===== src/rtl/multicycle_controller.sv =====
// Multicycle RISC-V main controller: Moore FSM with registered controls.
// Ports: clk, reset(sync, active-high), opcode, Zero -> datapath controls,
//   state (debug), instr_done and illegal_op pulses.
module multicycle_controller (
  input  logic       clk,
  input  logic       reset,
  input  logic [6:0] opcode,
  input  logic       Zero,
  output logic       PCWrite,
  output logic       AdrSrc,
  output logic       MemWrite,
  output logic       IRWrite,
  output logic       RegWrite,
  output logic [1:0] ResultSrc,
  output logic [1:0] ALUSrcA,
  output logic [1:0] ALUSrcB,
  output logic [1:0] ALUOp,
  output logic [1:0] ImmSrc,
  output logic [3:0] state,
  output logic       instr_done,
  output logic       illegal_op
);

  typedef enum logic [3:0] {
    FETCH    = 4'd0,
    DECODE   = 4'd1,
    MEMADR   = 4'd2,
    MEMREAD  = 4'd3,
    MEMWB    = 4'd4,
    MEMWRITE = 4'd5,
    EXECUTER = 4'd6,
    EXECUTEI = 4'd7,
    ALUWB    = 4'd8,
    BEQ      = 4'd9,
    JAL      = 4'd10
  } state_t;

  localparam logic [6:0] OP_LW   = 7'b0000011;
  localparam logic [6:0] OP_SW   = 7'b0100011;
  localparam logic [6:0] OP_R    = 7'b0110011;
  localparam logic [6:0] OP_I    = 7'b0010011;
  localparam logic [6:0] OP_BEQ  = 7'b1100011;
  localparam logic [6:0] OP_JAL  = 7'b1101111;

  state_t cur;
  state_t nxt;
  state_t tgt;
  logic   legal;
  logic   pc_update;
  logic   branch;
  logic   done_q;

  assign state = cur;

  always_comb begin
    legal = 1'b0;
    case (opcode)
      OP_LW, OP_SW, OP_R,
      OP_I, OP_BEQ, OP_JAL: legal = 1'b1;
      default:              legal = 1'b0;
    endcase
  end

  always_comb begin
    nxt = FETCH;
    case (cur)
      FETCH: nxt = DECODE;
      DECODE: begin
        case (opcode)
          OP_LW, OP_SW: nxt = MEMADR;
          OP_R:         nxt = EXECUTER;
          OP_I:         nxt = EXECUTEI;
          OP_BEQ:       nxt = BEQ;
          OP_JAL:       nxt = JAL;
          default:      nxt = FETCH;
        endcase
      end
      MEMADR:   nxt = (opcode == OP_LW) ? MEMREAD : MEMWRITE;
      MEMREAD:  nxt = MEMWB;
      EXECUTER: nxt = ALUWB;
      EXECUTEI: nxt = ALUWB;
      JAL:      nxt = ALUWB;
      default:  nxt = FETCH;
    endcase
  end

  // Outputs are registered from the state being entered, so they
  // line up with the state register (Moore behaviour, no glitches).
  assign tgt = reset ? FETCH : nxt;

  always_ff @(posedge clk) begin
    cur       <= tgt;
    AdrSrc    <= 1'b0;
    MemWrite  <= 1'b0;
    IRWrite   <= 1'b0;
    RegWrite  <= 1'b0;
    ResultSrc <= 2'b00;
    ALUSrcA   <= 2'b00;
    ALUSrcB   <= 2'b00;
    ALUOp     <= 2'b00;
    pc_update <= 1'b0;
    branch    <= 1'b0;
    done_q    <= 1'b0;
    case (tgt)
      FETCH: begin
        IRWrite   <= 1'b1;
        ALUSrcB   <= 2'b10;
        ResultSrc <= 2'b10;
        pc_update <= 1'b1;
      end
      DECODE: begin
        ALUSrcA <= 2'b01;
        ALUSrcB <= 2'b01;
      end
      MEMADR: begin
        ALUSrcA <= 2'b10;
        ALUSrcB <= 2'b01;
      end
      MEMREAD: begin
        AdrSrc <= 1'b1;
      end
      MEMWB: begin
        ResultSrc <= 2'b01;
        RegWrite  <= 1'b1;
        done_q    <= 1'b1;
      end
      MEMWRITE: begin
        AdrSrc   <= 1'b1;
        MemWrite <= 1'b1;
        done_q   <= 1'b1;
      end
      EXECUTER: begin
        ALUSrcA <= 2'b10;
        ALUOp   <= 2'b10;
      end
      EXECUTEI: begin
        ALUSrcA <= 2'b10;
        ALUSrcB <= 2'b01;
        ALUOp   <= 2'b10;
      end
      ALUWB: begin
        RegWrite <= 1'b1;
        done_q   <= 1'b1;
      end
      BEQ: begin
        ALUSrcA <= 2'b10;
        ALUOp   <= 2'b01;
        branch  <= 1'b1;
        done_q  <= 1'b1;
      end
      JAL: begin
        ALUSrcA   <= 2'b01;
        ALUSrcB   <= 2'b10;
        pc_update <= 1'b1;
      end
      default: ;
    endcase
  end

  assign PCWrite = pc_update | (branch & Zero);

  always_comb begin
    ImmSrc = 2'b00;
    case (opcode)
      OP_SW:   ImmSrc = 2'b01;
      OP_BEQ:  ImmSrc = 2'b10;
      OP_JAL:  ImmSrc = 2'b11;
      default: ImmSrc = 2'b00;
    endcase
  end

  // Pulses are suppressed while reset is held.
  assign instr_done = done_q & ~reset;
  assign illegal_op = (cur == DECODE) & ~legal & ~reset;

endmodule


===== config.mk =====
export PLATFORM = sky130hd
export DESIGN_NAME = multicycle_controller
export DESIGN_NICKNAME = d
export VERILOG_FILES = /design/src/rtl/multicycle_controller.sv
export SDC_FILE = /design/constraint.sdc
export NUM_CORES = 1
export LEC_CHECK = 0
export ABC_AREA = 1
export CAP_MARGIN = 40
export CORE_ASPECT_RATIO = 1.1
export CORE_UTILIZATION = 46
export DETAILED_ROUTE_END_ITERATION = 16
export GPL_TIMING_DRIVEN = 0
export PLACE_DENSITY = 0.82
export SLEW_MARGIN = 5
export SYNTH_ARGS = -nofsm -noshare
export SYNTH_HDL_FRONTEND = slang
export SYNTH_SLANG_ARGS = --single-unit

===== constraint.sdc =====
create_clock -name clk -period 2.5 [get_ports clk]
set_input_delay 0.5 -clock clk [delete_from_list [all_inputs] [get_ports clk]]
set_output_delay 0.5 -clock clk [all_outputs]
set_load 0.02 [all_outputs]

After elaboration in Yosys (flattened, before gate mapping)
Cells that the tools add are included. Widths: inputs -> output; s select.

Flip-flop bits (word level): 19. Bits of input ports: 10. Output and inout bits: 21. Logic and storage cells: 71.

Eq/ne operators: 22. Mux-type cells: 17. Bitwise operators: 7. Reduce and logical (&&, ||, !) cells: 13.

Operators with widths (count): $pmux 4 s5 (2); $eq 4x3->1 const B (6); $eq 4x2->1 const B (4); $eq 4x4->1 const B (4); $pmux 2 s2 (4); $eq 7x6->1 const B (2); $eq 7x7->1 const B (2); $reduce_or 2->1 (6); $eq 4x1->1 const B (2); $logic_not 4->1 (2); $mux 1 (8); $reduce_or 4->1 (2); $eq 7x2->1 const B (1); $eq 7x5->1 const B (1); $pmux 2 s3 (1); $reduce_or 3->1 (2); $reduce_or 6->1 (1); $and 1x1->1 (4); $mux 4 (1); $mux 3 (1); $not 1->1 (2); $or 1x1->1 (1).

Longest topological paths before layout
Depth in word-level cells: 8. Gate-level depth with buffers: 11.

Worst setup path before layout
OpenSTA, ideal clock, no wires.

Kind: reg-to-output. From: register cur[0], in the netlist state[0]. To: output port illegal_op. Arrival: 1.327 ns. Path slack: 0.673 ns. Stages on the path, launching flop included: 5. Cells stage by stage: dfxtp_1 nand2_1 nor2_8 nand2_1 nor3_1.

Cells in the longest elaborated chain, start to end: 3.

RTL lines: from (decl) (line 45) `state_t cur;`; from (signal assigned) (line 92) `cur <= tgt;`; $eq 4x1->1 (line 174) `assign illegal_op = (cur == DECODE) & ~legal & ~reset;`; $and 1x1->1 (2 in series) (line 174); to (decl) (line 21) `output logic illegal_op`.

Every way passes these cells.

Worst setup path after layout
From: input port opcode[4]. To: output port illegal_op.

Cells in the longest elaborated chain, start to end: 6. Elaborated cells on any way between the ends: 11. Classes of those cells: 6 x eq/ne; 1 x mux; 3 x bitwise; 1 x reduce/logical.

RTL lines: from (decl) (line 7) `input logic [6:0] opcode,`; $eq 7x2->1 (tied with other cells) (line 57) `case (opcode)`; $reduce_or 6->1 (*) (line 57); $mux 1 (*) (line 57); $not 1->1 (*) (line 174); $and 1x1->1 (*) (2 in series) (line 174).

Mark *: on every way between the ends. The rest lies on a longest branch, timed or not.

==> flow_metrics.tcl <==
set metrics [dict create \
    status "finished, final reports clean" \
    power_frac_seq 0.529 \
    finalSetupViolations 0 \
    clock_latency_ns 0.29 \
    post_cts_buffers 0 \
    grt_max_degree 11 \
    totalPowerFinal_w 0.000568 \
    wl_met1_um 739 \
    numCtsBuffers 3 \
    min_from "state[3]" \
    syn2layout_area_growth_pct 42.5 \
    io_pins 31 \
    p_int_w 0.000430 \
    path_clk_slew_ns 0.09 \
    drc 0 \
    fmax_mhz 427 \
    multi_input_area_um2 414 \
    wl_per_cell_um 10.5 \
    clkPwrFrac 0.300 \
    tightestPinTransition_ns 0.281 \
    critPathMaxFanout 4 \
    clockBufferDepth 2 \
    synth.cell_area_um2 842 \
    fin_ws_ns 0.158 \
    synth_cells 107 \
    nNetsFinal 152 \
    ctsResizeCount 2 \
    synthArstFlopShare 0 \
    wl_met2_um 820 \
    vias 761 \
    rr_endpoint "ResultSrc[1]" \
    core_um2 1630 \
    yosysWarnings 0 \
    pre_cts_ws_ns -0.133 \
    viasPerCell 4.82 \
    grtUsageTotal 0.177 \
    required_ns 2.00 \
    synth_area_leader_cell "dfxtp_1" \
    htree_num_levels 1 \
    critical_path_arrival_ns 1.84 \
    switchingPower_w 0.000137 \
    gp_congestion 0.742 \
    clock_skew_ns 0.00173 \
    rsz0062_at_grt "false" \
    dpl.hpwl_um 1300 \
    wl_met3_um 95 \
    switching_share 0.242 \
    fillerInstances 123 \
    end_kind "output pin" \
    grt_pass1_vias 623 \
    grt_pass1_wl_um 2620 \
    seqCellArea_um2 360 \
    die-area_um2 2010 \
    die_h_um 46.9 \
    routed_wl_um 1670 \
    worstSetupPathType "in2out" \
    topRoutingLayerUsed "met4" \
    antenna_cells 0 \
    antenna_found_initial 0 \
    period_share 0.937 \
    crit_end "illegal_op" \
    cap_violations 0 \
    start_util 0.516 \
    synth.net_count 117 \
    seq_area_frac_synth 0.428 \
    synth_enable_flop_cells 0 \
    cp-start-kind "input port" \
    num_rows 15 \
    yosys_register_bits 18 \
    crit_path_start "opcode[4]" \
    r2r-start "state[3]" \
    period_minus_slack_ns 2.34 \
    io_buffer_count 30 \
    drtIter0Drc 24 \
    dr.pass1.iters 4 \
    slew_viol_final 0 \
    yosysTopAreaCellShare 0.428 \
    rr_worst_depth 7 \
    synth_ff_type "dfxtp_1" \
    hold_violations 0 \
    synth.area.top_cells "dfxtp_1, nand2_1, nand2_2" \
    ant_nets 0 \
    pwr-share-comb 0.171 \
    numClockSinks 18 \
    yosysUniqueCellTypes 22 \
    drive_gt1_frac 0.213 \
    syn_area_per_cell_um2 7.87 \
    overflow 0 \
    ir_worst_vdd_v 0.000437 \
    reg2reg_slack_ns 1.09 \
    cts_tree "done" \
    timing.slew.headroom 0.812 \
    cellLeakagePower_nw 0.592 \
    hold_buffers 0 \
    cts-root-buf "clkbuf_4" \
    powerDensity_nw_per_um2 473 \
    hp-class "reg2reg" \
    die_w_um 42.8 \
]
power by group through the flow:
stage / combinational, W / sequential (W) / clock (W)
finish: 0.0000971 / 0.000300 / 0.000170
global placement: 0.0000958 / 0.000306 / 0
detailed placement: 0.0000980 / 0.000307 / 0
CTS: 0.0000980 / 0.000300 / 0.000174
global route: 0.000106 / 0.000301 / 0.000187
floorplan: 0.0000423 / 0.000318 / 0
sequential cells by signal, summed over array words and instances, names as in the netlist:
name / flops
IRWrite: 1
pc_update: 1
AdrSrc: 1
RegWrite: 1
state: 4
MemWrite: 1
ALUOp: 2
ResultSrc: 2
ALUSrcB: 2
done_q: 1
ALUSrcA: 2
critical path, stage by stage:
cell	delay (ns)
clkdlybuf4s50_1	0.53
inv_1	0.08
nand2_2	0.09
nor2_4	0.04
nand2_2	0.07
nand2_2	0.06
nor3_1	0.11
dlygate4sd2_1	0.35
cell type report:
| class | instances | area share |
|---|---|---|
| well taps | 17 | 0.0177 |
| repair buffers | 30 | 0.250 |
| multi-input cells | 72 | 0.345 |
| clock buffers | 4 | 0.0302 |
| flip-flops and latches | 18 | 0.300 |
| plain buffers | 1 | 0.00626 |
| inverters | 16 | 0.0501 |
per-stage QoR:
stage | utilization | setup TNS (ns) | hold WS (ns) | std cells | instance area (µm²)
after detailed placement | 0.713 | -0.216 | 0.743 | 154 | 1160
after global placement | 0.713 | -0.159 | 0.729 | 154 | 1160
after floorplan | - | 0 | 0.695 | 107 | 842
final | 0.735 | 0 | 0.777 | 158 | 1200
after CTS | 0.733 | 0 | 0.762 | 158 | 1200
after global routing | 0.735 | 0 | 0.821 | 158 | 1200
layout by cell type, fill, tap and decap left out, types with 3 or more instances in the layout:
cell type / netlist / final
nand2_2: 9 / 9
nand3_1: 5 / 5
clkbuf_4: 0 / 3
inv_2: 3 / 3
nor2_4: 3 / 3
nor2_2: 3 / 3
inv_1: 13 / 13
nand2_1: 24 / 24
nor2_1: 11 / 11
dfxtp_1: 18 / 18
clkdlybuf4s50_1: 0 / 27
per-layer routing:
metal | vias up | global-route usage
met1 | 340 | 0.222
met4 | 0 | 0.0625
li1 | 398 | -
met5 | - | 0
met3 | 2 | 0.0577
met2 | 21 | 0.291
cells in the mapped netlist (3+ instances only):
| cell type | instances |
|---|---|
| dfxtp_1 | 18 |
| inv_1 | 13 |
| inv_2 | 3 |
| nand2_1 | 24 |
| nand2_2 | 9 |
| nand3_1 | 5 |
| nor2_1 | 11 |
| nor2_2 | 3 |
| nor2_4 | 3 |
worst min-delay path by stage:
stage | cells after the start | slack [ns] | end
floorplan | 2 | 0.70 | done_q
global placement | 4 | 0.73 | state[3]
detailed placement | 4 | 0.74 | state[3]
CTS | 4 | 0.76 | state[3]
global route | 4 | 0.82 | state[3]
finish | 5 | 0.78 | state[0]
kinds of logic after synthesis:
family / count (synthesis) / share of synthesized area
AOI/OAI and AO/OA: 8 / 0.0743
buffers and inverters: 17 / 0.0802
DFF: 18 / 0.428
and+or+nand+nor: 64 / 0.418
Power figures use the tool's default switching activity.
